==> src/rtl/uart_tx_arb.sv <==
// rtl/uart_tx_arb.sv - round-robin arbiter sharing one UART transmit path between two byte FIFOs

module uart_tx_arb_fifo #(
    parameter int DW = 8,
    parameter int AW = 2
) (
    input  logic          clk,
    input  logic          rst,
    input  logic [DW-1:0] in_data,
    input  logic          in_valid,
    output logic          in_ready,
    input  logic          pop,
    output logic [DW-1:0] head,
    output logic          not_empty
);
    localparam int DEPTH = 1 << AW;
    localparam logic [AW:0] CNT_FULL = (AW+1)'(DEPTH);

    logic [DW-1:0] mem [DEPTH];
    logic [AW-1:0] wr_ptr;
    logic [AW-1:0] rd_ptr;
    logic [AW:0]   count;
    logic          push;

    // A full FIFO refuses a push even when it pops in the same cycle.
    assign in_ready  = (count != CNT_FULL);
    assign push      = in_valid & in_ready;
    assign not_empty = (count != '0);
    assign head      = mem[rd_ptr];

    always_ff @(posedge clk) begin
        if (push) begin
            mem[wr_ptr] <= in_data;
        end
    end

    always_ff @(posedge clk or posedge rst) begin
        if (rst) begin
            wr_ptr <= '0;
            rd_ptr <= '0;
            count  <= '0;
        end else begin
            if (push) begin
                wr_ptr <= wr_ptr + AW'(1);
            end
            if (pop) begin
                rd_ptr <= rd_ptr + AW'(1);
            end
            case ({push, pop})
                2'b10:   count <= count + (AW+1)'(1);
                2'b01:   count <= count - (AW+1)'(1);
                default: count <= count;
            endcase
        end
    end
endmodule

module uart_tx_arb #(
    parameter int DW      = 8,
    parameter int FIFO_AW = 2,
    parameter int BUSY_TO = 15
) (
    input  logic          clk,
    input  logic          rst,
    input  logic [DW-1:0] i_req0_data,
    input  logic          i_req0_valid,
    output logic          o_req0_ready,
    input  logic [DW-1:0] i_req1_data,
    input  logic          i_req1_valid,
    output logic          o_req1_ready,
    output logic [DW-1:0] o_tx_data,
    output logic          o_tx_stb,
    input  logic          i_tx_busy,
    output logic [1:0]    o_grant,
    output logic [7:0]    o_sent0,
    output logic [7:0]    o_sent1,
    output logic          o_to_err
);
    localparam int TW = $clog2(BUSY_TO + 1);

    typedef enum logic [1:0] {IDLE, ISSUE, WAIT_HI, WAIT_LO} state_t;

    state_t        state;
    state_t        next_state;
    logic [TW-1:0] timer;
    logic [DW-1:0] head0;
    logic [DW-1:0] head1;
    logic          ne0;
    logic          ne1;
    logic          take;
    logic          sel1;
    logic          pop0;
    logic          pop1;
    logic          stb_d;

    uart_tx_arb_fifo #(.DW(DW), .AW(FIFO_AW)) u_fifo0 (
        .clk       (clk),
        .rst       (rst),
        .in_data   (i_req0_data),
        .in_valid  (i_req0_valid),
        .in_ready  (o_req0_ready),
        .pop       (pop0),
        .head      (head0),
        .not_empty (ne0)
    );

    uart_tx_arb_fifo #(.DW(DW), .AW(FIFO_AW)) u_fifo1 (
        .clk       (clk),
        .rst       (rst),
        .in_data   (i_req1_data),
        .in_valid  (i_req1_valid),
        .in_ready  (o_req1_ready),
        .pop       (pop1),
        .head      (head1),
        .not_empty (ne1)
    );

    always_ff @(posedge clk or posedge rst) begin
        if (rst) begin
            state <= IDLE;
        end else begin
            state <= next_state;
        end
    end

    always_comb begin
        next_state = state;
        case (state)
            IDLE:    if (!i_tx_busy && (ne0 || ne1)) next_state = ISSUE;
            ISSUE:   next_state = WAIT_HI;
            WAIT_HI: begin
                if (i_tx_busy) begin
                    next_state = WAIT_LO;
                end else if (timer == '0) begin
                    next_state = IDLE;
                end
            end
            WAIT_LO: if (!i_tx_busy) next_state = IDLE;
            default: next_state = IDLE;
        endcase
    end

    // On a tie, the requester that did not get the previous byte wins.
    always_comb begin
        take  = (state == IDLE) && !i_tx_busy && (ne0 || ne1);
        sel1  = ne1 && (!ne0 || o_grant[0]);
        pop0  = take && !sel1;
        pop1  = take && sel1;
        stb_d = (next_state == ISSUE);
    end

    always_ff @(posedge clk or posedge rst) begin
        if (rst) begin
            o_tx_stb  <= 1'b0;
            o_tx_data <= '0;
            o_grant   <= 2'b10;
            o_sent0   <= 8'd0;
            o_sent1   <= 8'd0;
            o_to_err  <= 1'b0;
            timer     <= '0;
        end else begin
            o_tx_stb <= stb_d;
            if (take) begin
                o_tx_data <= sel1 ? head1 : head0;
                o_grant   <= sel1 ? 2'b10 : 2'b01;
            end
            if (state == ISSUE) begin
                timer <= TW'(BUSY_TO);
                if (o_grant[0]) begin
                    o_sent0 <= o_sent0 + 8'd1;
                end else begin
                    o_sent1 <= o_sent1 + 8'd1;
                end
            end
            // The byte was already counted at issue; a timeout only raises the flag.
            if (state == WAIT_HI && !i_tx_busy) begin
                if (timer == '0) begin
                    o_to_err <= 1'b1;
                end else begin
                    timer <= timer - TW'(1);
                end
            end
        end
    end
endmodule

==> config.mk <==
export PLATFORM = sky130hd
export DESIGN_NAME = uart_tx_arb
export DESIGN_NICKNAME = d
export VERILOG_FILES = /design/src/rtl/uart_tx_arb.sv
export SDC_FILE = /design/constraint.sdc
export NUM_CORES = 1
export LEC_CHECK = 0
export CAP_MARGIN = 10
export CORE_MARGIN = 2
export CORE_UTILIZATION = 40
export CTS_CLUSTER_SIZE = 25
export DETAILED_ROUTE_END_ITERATION = 8
export DONT_BUFFER_PORTS = 1
export GPL_ROUTABILITY_DRIVEN = 0
export GPL_TIMING_DRIVEN = 0
export PLACE_DENSITY = 0.64
export REMOVE_ABC_BUFFERS = 1
export SLEW_MARGIN = 20
export SYNTH_ARGS = -nofsm -noshare
export SYNTH_HDL_FRONTEND = slang
export SYNTH_SLANG_ARGS = --single-unit
==> constraint.sdc <==
create_clock -name clk -period 2.7 [get_ports clk]
set_clock_uncertainty 0.2 [all_clocks]
set_input_delay 0.27 -clock clk [delete_from_list [all_inputs] [get_ports clk]]
set_output_delay 0.27 -clock clk [all_outputs]
set_load 0.02 [all_outputs]
# [Word-level counts from Yosys, hierarchy flattened]
# Memory sizes are Yosys's and may differ from the RTL's.
# Cells that the tools add are included.
[classes] addsub=11 n_eq_ne=10 n_mux=16 n_bitwise=3 reduce_logical=21
[ops] op="8-bit by 1-bit adder with 8-bit output (second input constant)" n=2
[ops] op="4-bit two-way mux" n=3
[ops] op="3-bit case mux with 2 select lines" n=2
[ops] op="2-bit two-way mux" n=5
[ops] op="2-bit by 1-bit adder with 2-bit output (second input constant)" n=4
[ops] op="2-bit by 1-bit == test with 1-bit output (second input constant)" n=4
[ops] op="2-bit == test (second input constant)" n=4
[ops] op="8-bit two-way mux" n=1
[ops] op="2-bit case mux with 4 select lines" n=1
[ops] op="1-bit logical AND" n=7
[ops] op="3-bit by 1-bit adder with 3-bit output (second input constant)" n=2
[ops] op="3-bit inequality test (second input constant)" n=2
[ops] op="2-bit AND reduction" n=3
[ops] op="3-bit nonzero test" n=2
[ops] op="3-bit by 1-bit subtractor with 3-bit output (second input constant)" n=2
[ops] op="4-bit zero test" n=1
[ops] op="1-bit two-way mux" n=4
[ops] op="2-bit nonzero test" n=2
[ops] op="4-bit by 1-bit subtractor with 4-bit output (second input constant)" n=1
[ops] op="1-bit zero test" n=3
[ops] op="1-bit bitwise AND" n=2
[ops] op="2-bit zero test" n=1
[ops] op="1-bit logical OR" n=2
[ops] op="1-bit NOT" n=1
[word_totals] ff_bits=48 ramBits=64 inputBits=21 out_inout_bits=30 n_memories=2
[mem_list] name="u_fifo0.mem" words=4 width=8 rd=1 rd_clocked_by_memory_dff=0 write_ports=1 line="19" text="logic [DW-1:0] mem [DEPTH];"
[mem_list] name="u_fifo1.mem" words=4 width=8 rd=1 rd_clocked_by_memory_dff=0 write_ports=1 line="19"

# [Depth between registers and ports, before layout]
# Gate-level depths: netlist of the first run.
[logic_depth] depth_word=8 depth_mapped=11 ltp_nobuf=9

# [Cells and area by module]
# A second synthesis of the first run with hierarchy kept.
[unflattened] cells_unflattened=311 area_unflattened_um2=4775.8
[by_module_without_submodules] mod="uart_tx_arb_fifo" n_inst=2 cells_each=79 area_each_um2=1576.5 seq_area_each_um2=1136.1
[by_module_without_submodules] mod="uart_tx_arb" n_inst=1 cells_each=153 area_each_um2=1622.8 seq_area_each_um2=852.1

# [Least setup slack after synthesis of the first run]
# No wires, ideal clock.
[synth_timing] kind="reg2reg" start="reg state[1]" end="reg u_fifo0.count[2]" t_arrival_ns=2.222 required_time_ns=2.421 setup_slack_ns=0.199 path_stages_with_launch=12 path_buffers=2 synth_period_minus_slack_ns=2.501 cell_sequence="dfrtp_1 buf_2 nor3_1 buf_2 nand3_1 inv_1 ha_1 inv_1 fa_1 xor2_1 nor2_1 xor2_1"
[synth_between] elab_chain_cells=6 elab_cells_between_ends=8
[synth_lines] element="from (decl)" line="83" text="state_t state;"
[synth_lines] element="from (signal assigned)" line="122" text="state <= next_state;"
[synth_lines] element="2-bit zero test *" line="145" text="take = (state == IDLE) && !i_tx_busy && (ne0 || ne1);"
[synth_lines] element="1-bit logical AND * (2 in series)" line="145"
[synth_lines] element="1-bit logical AND *" line="147" text="pop0 = take && !sel1;"
[synth_lines] element="named net pop0" line="92" text="logic pop0;"
[synth_lines] element="2-bit by 1-bit == test with 1-bit output / 2-bit == test (equally long branches)" line="49" text="case ({push, pop})"
[synth_lines] element="3-bit case mux with 2 select lines / 2-bit nonzero test (equally long branches)"
[synth_lines] element="to (signal assigned)" line="50" text="2'b10: count <= count + (AW+1)'(1);"
[synth_lines] element="to (signal assigned)" line="51" text="2'b01: count <= count - (AW+1)'(1);"
[synth_lines] element="to (signal assigned)" line="52" text="default: count <= count;"
[synth_lines] element="to (decl)" line="22" text="logic [AW:0] count;"
# The timed path passes the listed nets; every way through them passes the cells marked *.
# A chain may end at the register's enable or synchronous reset.

# [Final worst setup path of the first run]
[layout_timing] start="in i_tx_busy" end="reg u_fifo0.count[2]"
[layout_between] elab_chain_cells=6 elab_cells_between_ends=8
[layout_lines] element="from (decl)" line="73" text="input logic i_tx_busy,"
[layout_lines] element="1-bit zero test *" line="145"
[layout_lines] element="1-bit logical AND * (2 in series)" line="145"
[layout_lines] element="1-bit logical AND *" line="147"
[layout_lines] element="named net pop0" line="92"
[layout_lines] element="2-bit by 1-bit == test with 1-bit output / 2-bit == test (equally long branches)" line="49"
[layout_lines] element="3-bit case mux with 2 select lines / 2-bit nonzero test (equally long branches)"
# Marked as above.

==> results of run 1 <==
-- routing by layer --
metal	GRT usage (%)	wire length [um]
met5	0	0
met4	5.37	120
met3	4.50	417
met2	23.7	4250
met1	17.2	3560
-- layout by cell type (no fill, tap or decap), drive strengths merged, types with 3 or more instances in the layout --
| master | instances |
|---|---|
| ha | 13 |
| mux4 | 16 |
| buf | 5 |
| dlygate4sd3 | 19 |
| xnor2 | 15 |
| and3 | 9 |
| nand2 | 7 |
| o221ai | 8 |
| xor2 | 11 |
| o31ai | 3 |
| dfrtp | 47 |
| nand2b | 4 |
| or3b | 3 |
| o21ai | 3 |
| mux2 | 5 |
| nor3 | 5 |
| inv | 36 |
| edfxtp | 64 |
| nor2 | 5 |
| nand4 | 10 |
| or4 | 3 |
| clkbuf | 11 |
| nand3 | 4 |
| o21a | 3 |
-- worst min path at each step --
stage | to | cells after the start | start | slack (ns)
2_1_floorplan | u_fifo0.mem[0][0] | 0 | i_req0_data[0] | 0.17
3_3_place_gp | u_fifo0.mem[3][1] | 0 | i_req0_data[1] | 0.17
3_5_place_dp | u_fifo0.count[1] | 1 | rst | 0.04
4_1_cts | u_fifo1.wr_ptr[0] | 2 | i_req1_valid | 0.01
5_1_grt | u_fifo1.wr_ptr[0] | 2 | i_req1_valid | 0.02
6_report | u_fifo1.wr_ptr[0] | 2 | i_req1_valid | 0.02
-- sequential cells by signal (all words and copies together) (netlist names) --
| register | count |
|---|---|
| o_grant | 2 |
| o_sent0 | 8 |
| o_sent1 | 8 |
| o_to_err | 1 |
| o_tx_data | 8 |
| o_tx_stb | 1 |
| state | 2 |
| timer | 4 |
| u_fifo0.count | 3 |
| u_fifo0.mem | 32 |
| u_fifo0.rd_ptr | 2 |
| u_fifo0.wr_ptr | 2 |
| u_fifo1.count | 3 |
| u_fifo1.mem | 32 |
| u_fifo1.rd_ptr | 2 |
| u_fifo1.wr_ptr | 2 |
-- power groups by stage --
stage | sequential [W] | clock (W) | combinational (W)
final | 0.00301 | 0.00124 | 0.00147
after global routing | 0.00310 | 0.00135 | 0.00167
after CTS | 0.00301 | 0.00128 | 0.00148
after detailed placement | 0.00303 | 0 | 0.00142
after global placement | 0.00301 | 0 | 0.00138
after floorplan | 0.00285 | 0 | 0.00114
-- worst max-delay path, stage by stage --
cell and delay, ns:
dlygate4sd3_1 0.68, nor3_4 0.22, buf_4 0.19, nand3_1 0.14
inv_1 0.10, ha_1 0.17, inv_1 0.06, fa_1 0.37
xor2_1 0.15, nor2_1 0.10, xor2_1 0.15
-- what timing repair did --
item	4_1_cts	5_1_grt
buffers inserted	1	3
hold buffers	19	0
pin swaps	1	1
gates resized for setup	3	2
endpoints found under the hold margin	96	0
endpoints found under the setup margin	16	2
-- metrics by stage --
stage          cell area [um2]  utilization (%)  setup TNS, ns  power, W
4_1_cts                   5410             47.0              0   0.00577
2_1_floorplan             4710                -         -0.585   0.00400
3_5_place_dp              4910             42.6          -4.19   0.00445
5_1_grt                   5440             47.2              0   0.00612
6_report                  5440             47.2              0   0.00572
3_3_place_gp              4890             42.5          -3.32   0.00439
-- layout make-up --
class	count	area, um2	share of cell area [%]
Clock buffer	11	243	4.46
Clock inverter	5	38.8	0.713
Inverter	34	128	2.35
Multi-Input combinational cell	153	1480	27.3
Sequential cell	112	3120	57.5
Tap cell	143	179	3.29
Timing Repair Buffer	24	240	4.42
-- Yosys cell counts, drive strengths merged, types with 3 or more instances --
cell	instances
edfxtp	64
dfrtp	47
inv	34
mux4	16
xnor2	15
ha	13
xor2	11
nand4	10
and3	9
buf	8
o221ai	8
nand2	7
clkbuf	5
mux2	5
nor2	5
nor3	5
nand2b	4
nand3	4
o21a	3
o21ai	3
o31ai	3
or3b	3
or4	3
-- logic make-up (layout without fill, tap and decap cells) --
logic type                 Yosys count  after routing  synth area share (%)
AOI/OAI and AO/OA                   27             27                  4.56
adders and majority gates           15             15                  4.25
and+or+nand+nor                     63             63                  8.05
muxes                               22             22                  8.94
buffers and inverters               47             74                  4.01
xor gates and xnor gates            26             26                  4.77
DFF                                112            112                  65.4
==> flow_summary.toml, run 1 <==
[run_status]
status = "finished with violations"
violations = "DRC"

[floorplanning]
die_x_um = 113
ios = 51
coreArea_mm2 = 0.0115
rows = 39
die_area_mm2 = 0.0128
initial_core_util_pct = 41.5
die_h_um = 113

[global_route]
grt_first_pass_wirelength_um = 13700
grt_start_max_net_pins = 27
grt-ovfl-total = 0
grt_antenna_before_repair = 0
first_global_vias = 2603
track_usage_pct = 14.2

[logic_synthesis]
synth_top_area_cell = "edfxtp_1"
async_reset_ff_share_pct = 42.9
netlist_area_mm2 = 0.00477
ys_seq_area_share_pct = 65.4
yosysUniqueCellTypes = 45
synth_enable_flop_cells = 64
synth.avg_cell_area_um2 = 15.3
yosysTopAreaCellShare_pct = 40.3
yosys_warnings = 0
synthTopCellsByArea = "edfxtp_1 (40%), dfrtp_1 (25%), mux4_2 (7.5%)"
synth_ff_type = "edfxtp_1"
ys_ff_latch = 112
synth_cells = 312

[sta]
fmax_mhz = 396
fin_crit_sh_pct = 93.5
worst_pin_slew_ns = 0.656
fin_crit_ns = 2.52
hold_slack_ns = 0.0180
relSlewSlack_pct = 56.2
rsz0062_at_grt = "false"
final-max-slew-violation-count = 0
final-setup-viol-count = 0
finalHoldViolCount = 0
setup_slack_ns = 0.175

[worst_setup_path]
required_ns = 2.77
path_class = "primary input to register"
rr_endpoint = "u_fifo0.count[2]"
path_max_fanout = 9
crit_end = "u_fifo0.count[2]"
r2r_cells = 9
cp.arrival_ns = 2.60
critPathCaptureType = "register"
reg2reg_from = "u_fifo1.count[0]"
regToRegSetupSlack_ns = 0.20
crit_start = "i_tx_busy"
startpoint_type = "primary input"

[place]
dp_cells = 443
dp_slack_ns = -0.925
port_buffers = 0
hpwl_um = 5780

[pwr]
powerDensity_mw_per_mm2 = 1050
pwr-share-clk_pct = 21.7
ir_drop_v = 0.000643
p_seq_share_pct = 52.5
leakage_nw = 2.13
pwr-share-comb_pct = 25.8
p_int_w = 0.00374
swShare_pct = 34.6
switchingPower_w = 0.00198

[cts]
numCtsBuffers = 9
clockBufferDepth = 2
cts.clk_slew.worst_paths_ns = 0.07
clock_latency_ns = 0.35
cts_tree = "built"
cts.sinks = 112
htreeDepth = 3
cts_root_buf = "clkbuf_16"

[detailed_routing]
via_per_inst = 5.28
wl_per_cell_um = 17.3
drtIter0Drc = 118
num_vias = 2545
drc = 4
ant_nets = 0
finalWirelength_um = 8350
first_pass_iters = 6

[layout]
nFillCells = 998
layout-drive-gt1-share_pct = 14.7
finalNonFillerCells = 482
antennaDiodeCount = 0
areaGrowthSynthToFinish_pct = 13.9
nNetsFinal = 370

[run]
drv_cap = 0

[hold_path]
hp-class = "primary input to register"
Power figures use the tool's default switching activity.
==> run 2, diff against run 1 <==
==> constraint.sdc (replaced) <==
create_clock -name clk -period 2.7 [get_ports clk]
set_clock_uncertainty 0.2 [all_clocks]
set_input_delay 0.405 -clock clk [delete_from_list [all_inputs] [get_ports clk]]
set_output_delay 0.405 -clock clk [all_outputs]
set_load 0.02 [all_outputs]
==> flow_summary.toml, run 2 (synthesized netlist as in run 1, its figures left out) <==
[run_status]
status = "finished with violations"
violations = "DRC"

[detailed_routing]
wl_per_cell_um = 17.3
finalWirelength_um = 8310
ant_nets = 0
first_pass_iters = 6
drc = 4
via_per_inst = 5.27
drtIter0Drc = 126
num_vias = 2536

[sta]
fmax_mhz = 400
final-setup-viol-count = 0
final-max-slew-violation-count = 0
worst_pin_slew_ns = 0.664
rsz0062_at_grt = "false"
fin_crit_ns = 2.50
relSlewSlack_pct = 55.6
finalHoldViolCount = 0
fin_crit_sh_pct = 92.6
setup_slack_ns = 0.199

[place]
dp_slack_ns = -0.925
dp_cells = 443
hpwl_um = 5780
port_buffers = 0

[worst_setup_path]
cp_slowest_stage_delay_ns = 0.47
path_class = "register to register"
critPathCaptureType = "register"
startpoint_type = "register"
cp.arrival_ns = 2.58
worst_path_dominant_cell_family = "adder cells"
required_ns = 2.77
path_max_fanout = 10
critical_path.cell_chain = "o31ai_4 > nand3_1 > inv_1 > ha_1 > inv_1 > fa_1 > xor2_1 > nor2_1 > xor2_1"
cp_slowest_cell = "dfrtp_1"
cp_num_buf_inv = 2

[layout]
final_common_cell = "edfxtp_1"
antennaDiodeCount = 0
nNetsFinal = 369
nFillCells = 998
utilization_pct = 47.1
finalNonFillerCells = 481
areaGrowthSynthToFinish_pct = 13.7
mostFrequentLayoutCells = "edfxtp_1 (64), dfrtp_1 (47), inv_1 (33), dlygate4sd3_1 (18), mux4_2 (16)"
largest_registers = "u_fifo0.mem x32, u_fifo1.mem x32"
layout-drive-gt1-share_pct = 14.8

[pwr]
ir_drop_v = 0.000651
powerDensity_mw_per_mm2 = 1050
leakage_nw = 2.13

[floorplanning]
ios = 51
initial_core_util_pct = 41.5
die_area_mm2 = 0.0128
die_h_um = 113
rows = 39
die_x_um = 113
coreArea_mm2 = 0.0115

[run]
drv_cap = 0

[global_route]
grt_antenna_before_repair = 0
grt_start_max_net_pins = 27
first_global_vias = 2600
grt-ovfl-total = 0
grt_first_pass_wirelength_um = 13700
track_usage_pct = 14.2

[cts]
clock_latency_ns = 0.35
htreeDepth = 3
cts_root_buf = "clkbuf_16"
cts.sinks = 112
numCtsBuffers = 9
clockBufferDepth = 2
cts_tree = "built"
cts.clk_slew.worst_paths_ns = 0.07

[hold_path]
hp-class = "primary input to register"
[run 2: power by group]
group	leakage [nW]	switching, W	internal [W]
clock network	0.133	0.000586	0.000657
logic	0.825	0.000695	0.000775
registers	1.17	0.000692	0.00231
[run 2: worst register-to-register path, delay by kind of cell (launching register included)]
kind / cells / cell delay (ns)
XOR/XNOR: 2 / 0.30
AND/OR/NAND/NOR: 2 / 0.31
adder cells (fa/ha/maj): 2 / 0.54
buffers and inverters: 2 / 0.16
flip-flops: 1 / 0.47
AO/OA/AOI/OAI: 1 / 0.46
[run 2: metrics by stage]
| stage | hold WS [ns] | area (um2) | TNS (ns) | power (W) |
|---|---|---|---|---|
| floorplan | 0.268 | 4710 | -0.585 | 0.00400 |
| global placement | 0.285 | 4890 | -3.32 | 0.00439 |
| detailed placement | 0.172 | 4910 | -4.19 | 0.00445 |
| CTS | 0.0725 | 5400 | 0 | 0.00577 |
| global route | 0.0876 | 5430 | 0 | 0.00611 |
| finish | 0.0827 | 5430 | 0 | 0.00572 |
[run 2: final cells by class]
type                    instances  area (um2)  area share, %
well taps                     143         179           3.30
clock inverters                 5        38.8          0.715
multi-input cells             153        1480           27.3
flip-flops and latches        112        3120           57.6
clock buffers                  11         243           4.47
inverters                      34         128           2.35
repair buffers                 23         230           4.24
[run 2: final timing paths]
kind / slack [ns] / depth (start not counted) / to / startpoint
setup reg to reg: 0.20 / 9 / u_fifo0.count[2] / u_fifo1.count[0]
setup / recovery: 0.20 / 9 / u_fifo0.count[2] / u_fifo1.count[0]
hold / removal: 0.08 / 3 / timer[2] / i_tx_busy
min in group asynchronous: 0.36 / 2 / u_fifo0.wr_ptr[1] / rst
hold reg to reg: 0.31 / 1 / u_fifo0.count[2] / u_fifo0.count[2]
max in group asynchronous: 1.42 / 3 / o_sent1[0] / rst
[run 2: repair_timing]
action                                  4_1_cts  5_1_grt
endpoints found under the setup margin       16        2
buffers inserted                              1        3
gates resized for setup                       3        2
pin swaps                                     1        1
hold buffers                                 18        0
endpoints found under the hold margin        86        0
[run 2: per-layer routing]
metal / vias to the layer above / GRT usage (%) / share of wire [%] / routed length (um)
met5: - / 0 / 0 / 0
met4: 0 / 5.37 / 1.5 / 127
met3: 11 / 4.55 / 6.0 / 497
met2: 63 / 23.6 / 51 / 4240
met1: 1267 / 17.3 / 42 / 3450
li1: 1195 / - / - / -
==> run 3, diff against run 2 <==
PLACE_DENSITY = 0.62   (was 0.64)
clock period = 2.5 ns   (was 2.7 ns; I/O delays follow)
==> flow_summary.toml, run 3 (synthesized netlist as in run 1, its figures left out) <==
[run_status]
status = "finished with violations"
violations = "DRC"

[floorplanning]
initial_core_util_pct = 41.5
rows = 39
die_x_um = 113
die_area_mm2 = 0.0128
ios = 51
coreArea_mm2 = 0.0115
die_h_um = 113

[worst_setup_path]
worst_path_dominant_cell_family = "simple AND/OR/NAND/NOR gates"
cp.arrival_ns = 2.44
startpoint_type = "register"
path_max_fanout = 6
cp_slowest_stage_delay_ns = 0.47
critical_path.cell_chain = "or3b_4 > and2_1 > inv_1 > ha_1 > fa_1 > mux2_2"
cp_slowest_cell = "or3b_4"
required_ns = 2.52
path_class = "register to register"
critPathCaptureType = "register"
cp_num_buf_inv = 1

[layout]
finalNonFillerCells = 489
utilization_pct = 48.0
final_common_cell = "edfxtp_1"
areaGrowthSynthToFinish_pct = 15.7
antennaDiodeCount = 0
layout-drive-gt1-share_pct = 20.2
nNetsFinal = 377
largest_registers = "u_fifo0.mem x32, u_fifo1.mem x32"
mostFrequentLayoutCells = "edfxtp_1 (64), dfrtp_1 (42), inv_1 (32), dlygate4sd3_1 (18), mux4_2 (16)"

[detailed_routing]
finalWirelength_um = 8630
via_per_inst = 5.24
num_vias = 2563
drc = 2
first_pass_iters = 6
drtIter0Drc = 140
wl_per_cell_um = 17.6
ant_nets = 0

[cts]
clockBufferDepth = 2
cts.sinks = 112
numCtsBuffers = 9
cts_tree = "built"
htreeDepth = 3
cts_root_buf = "clkbuf_16"
cts.clk_slew.worst_paths_ns = 0.07
clock_latency_ns = 0.34

[place]
port_buffers = 0
hpwl_um = 5810
dp_slack_ns = -0.666
dp_cells = 443

[pwr]
p_total_w = 0.00636
leakage_nw = 2.18
ir_drop_v = 0.000849
powerDensity_mw_per_mm2 = 1150

[global_route]
grt_antenna_before_repair = 0
use_met1_pct = 18.2
first_global_vias = 2656
grtUsageMet2_pct = 23.0
grt.met3_usage_pct = 4.87
grt-ovfl-total = 0
gr-max-usage-layer = "met2"
grt_start_max_net_pins = 31
grt_first_pass_wirelength_um = 14000
track_usage_pct = 14.2

[sta]
fmax_mhz = 413
final-max-slew-violation-count = 0
finalHoldViolCount = 0
fin_crit_ns = 2.42
setup_slack_ns = 0.0804
worst_pin_slew_ns = 0.650
hold_slack_ns = 0.0401
final-setup-viol-count = 0
fin_crit_sh_pct = 96.8
relSlewSlack_pct = 56.5

[hold_path]
hp-class = "primary input to register"

[run]
drv_cap = 0
[run 3: cell types whose count changed in the layout (fill, tap and decap cells not counted), sizes merged]
cell	before	now
buf	5	13
clkinv	1	2
clkinvlp	2	0
inv	36	37
[run 3: worst min-delay path, delay by kind of cell]
family        cells  cell delay, ns
simple gates      3            0.18
[run 3: routing by layer]
metal	up-vias	share of wire, %
met1	1298	44
met3	7	5.7
met5	-	0
met2	51	49
li1	1207	-
met4	0	0.82
[run 3: where the power goes]
part	switching [W]	leakage [nW]	internal [W]
sequential	0.000737	1.17	0.00250
combinational	0.000817	0.868	0.000937
clock	0.000633	0.147	0.000735
[run 3: area by class of cell]
type	count	area (um2)
clock buffers	11	254
clock inverters	5	28.8
fillers	995	5990
inverters	34	128
multi-input cells	153	1520
flip-flops and latches	112	3130
well taps	143	179
repair buffers	31	290
[run 3: through the flow]
step / area, um2 / TNS [ns]
2_1_floorplan: 4710 / -1.39
3_3_place_gp: 4890 / -7.34
3_5_place_dp: 4910 / -1.97
4_1_cts: 5450 / 0
5_1_grt: 5530 / -0.0135
6_report: 5530 / 0
[run 3: final timing paths]
check | start | endpoint | slack [ns] | cells past startpoint
max | u_fifo1.count[0] | u_fifo1.count[1] | 0.08 | 6
min | i_tx_busy | timer[2] | 0.04 | 3
max reg2reg | u_fifo1.count[0] | u_fifo1.count[1] | 0.08 | 6
min reg2reg | u_fifo1.count[2] | u_fifo1.count[2] | 0.33 | 1
max in group asynchronous | rst | o_grant[1] | 1.26 | 3
min in group asynchronous | rst | o_sent0[6] | 0.28 | 2
[run 3: what timing repair did]
action / CTS / global route
gates resized for setup: 5 / 13
setup buffers: 6 / 6
setup endpoints to repair: 5 / 3
endpoints found under the hold margin: 83 / 0
hold buffers: 18 / 0
pin swaps: 4 / 6
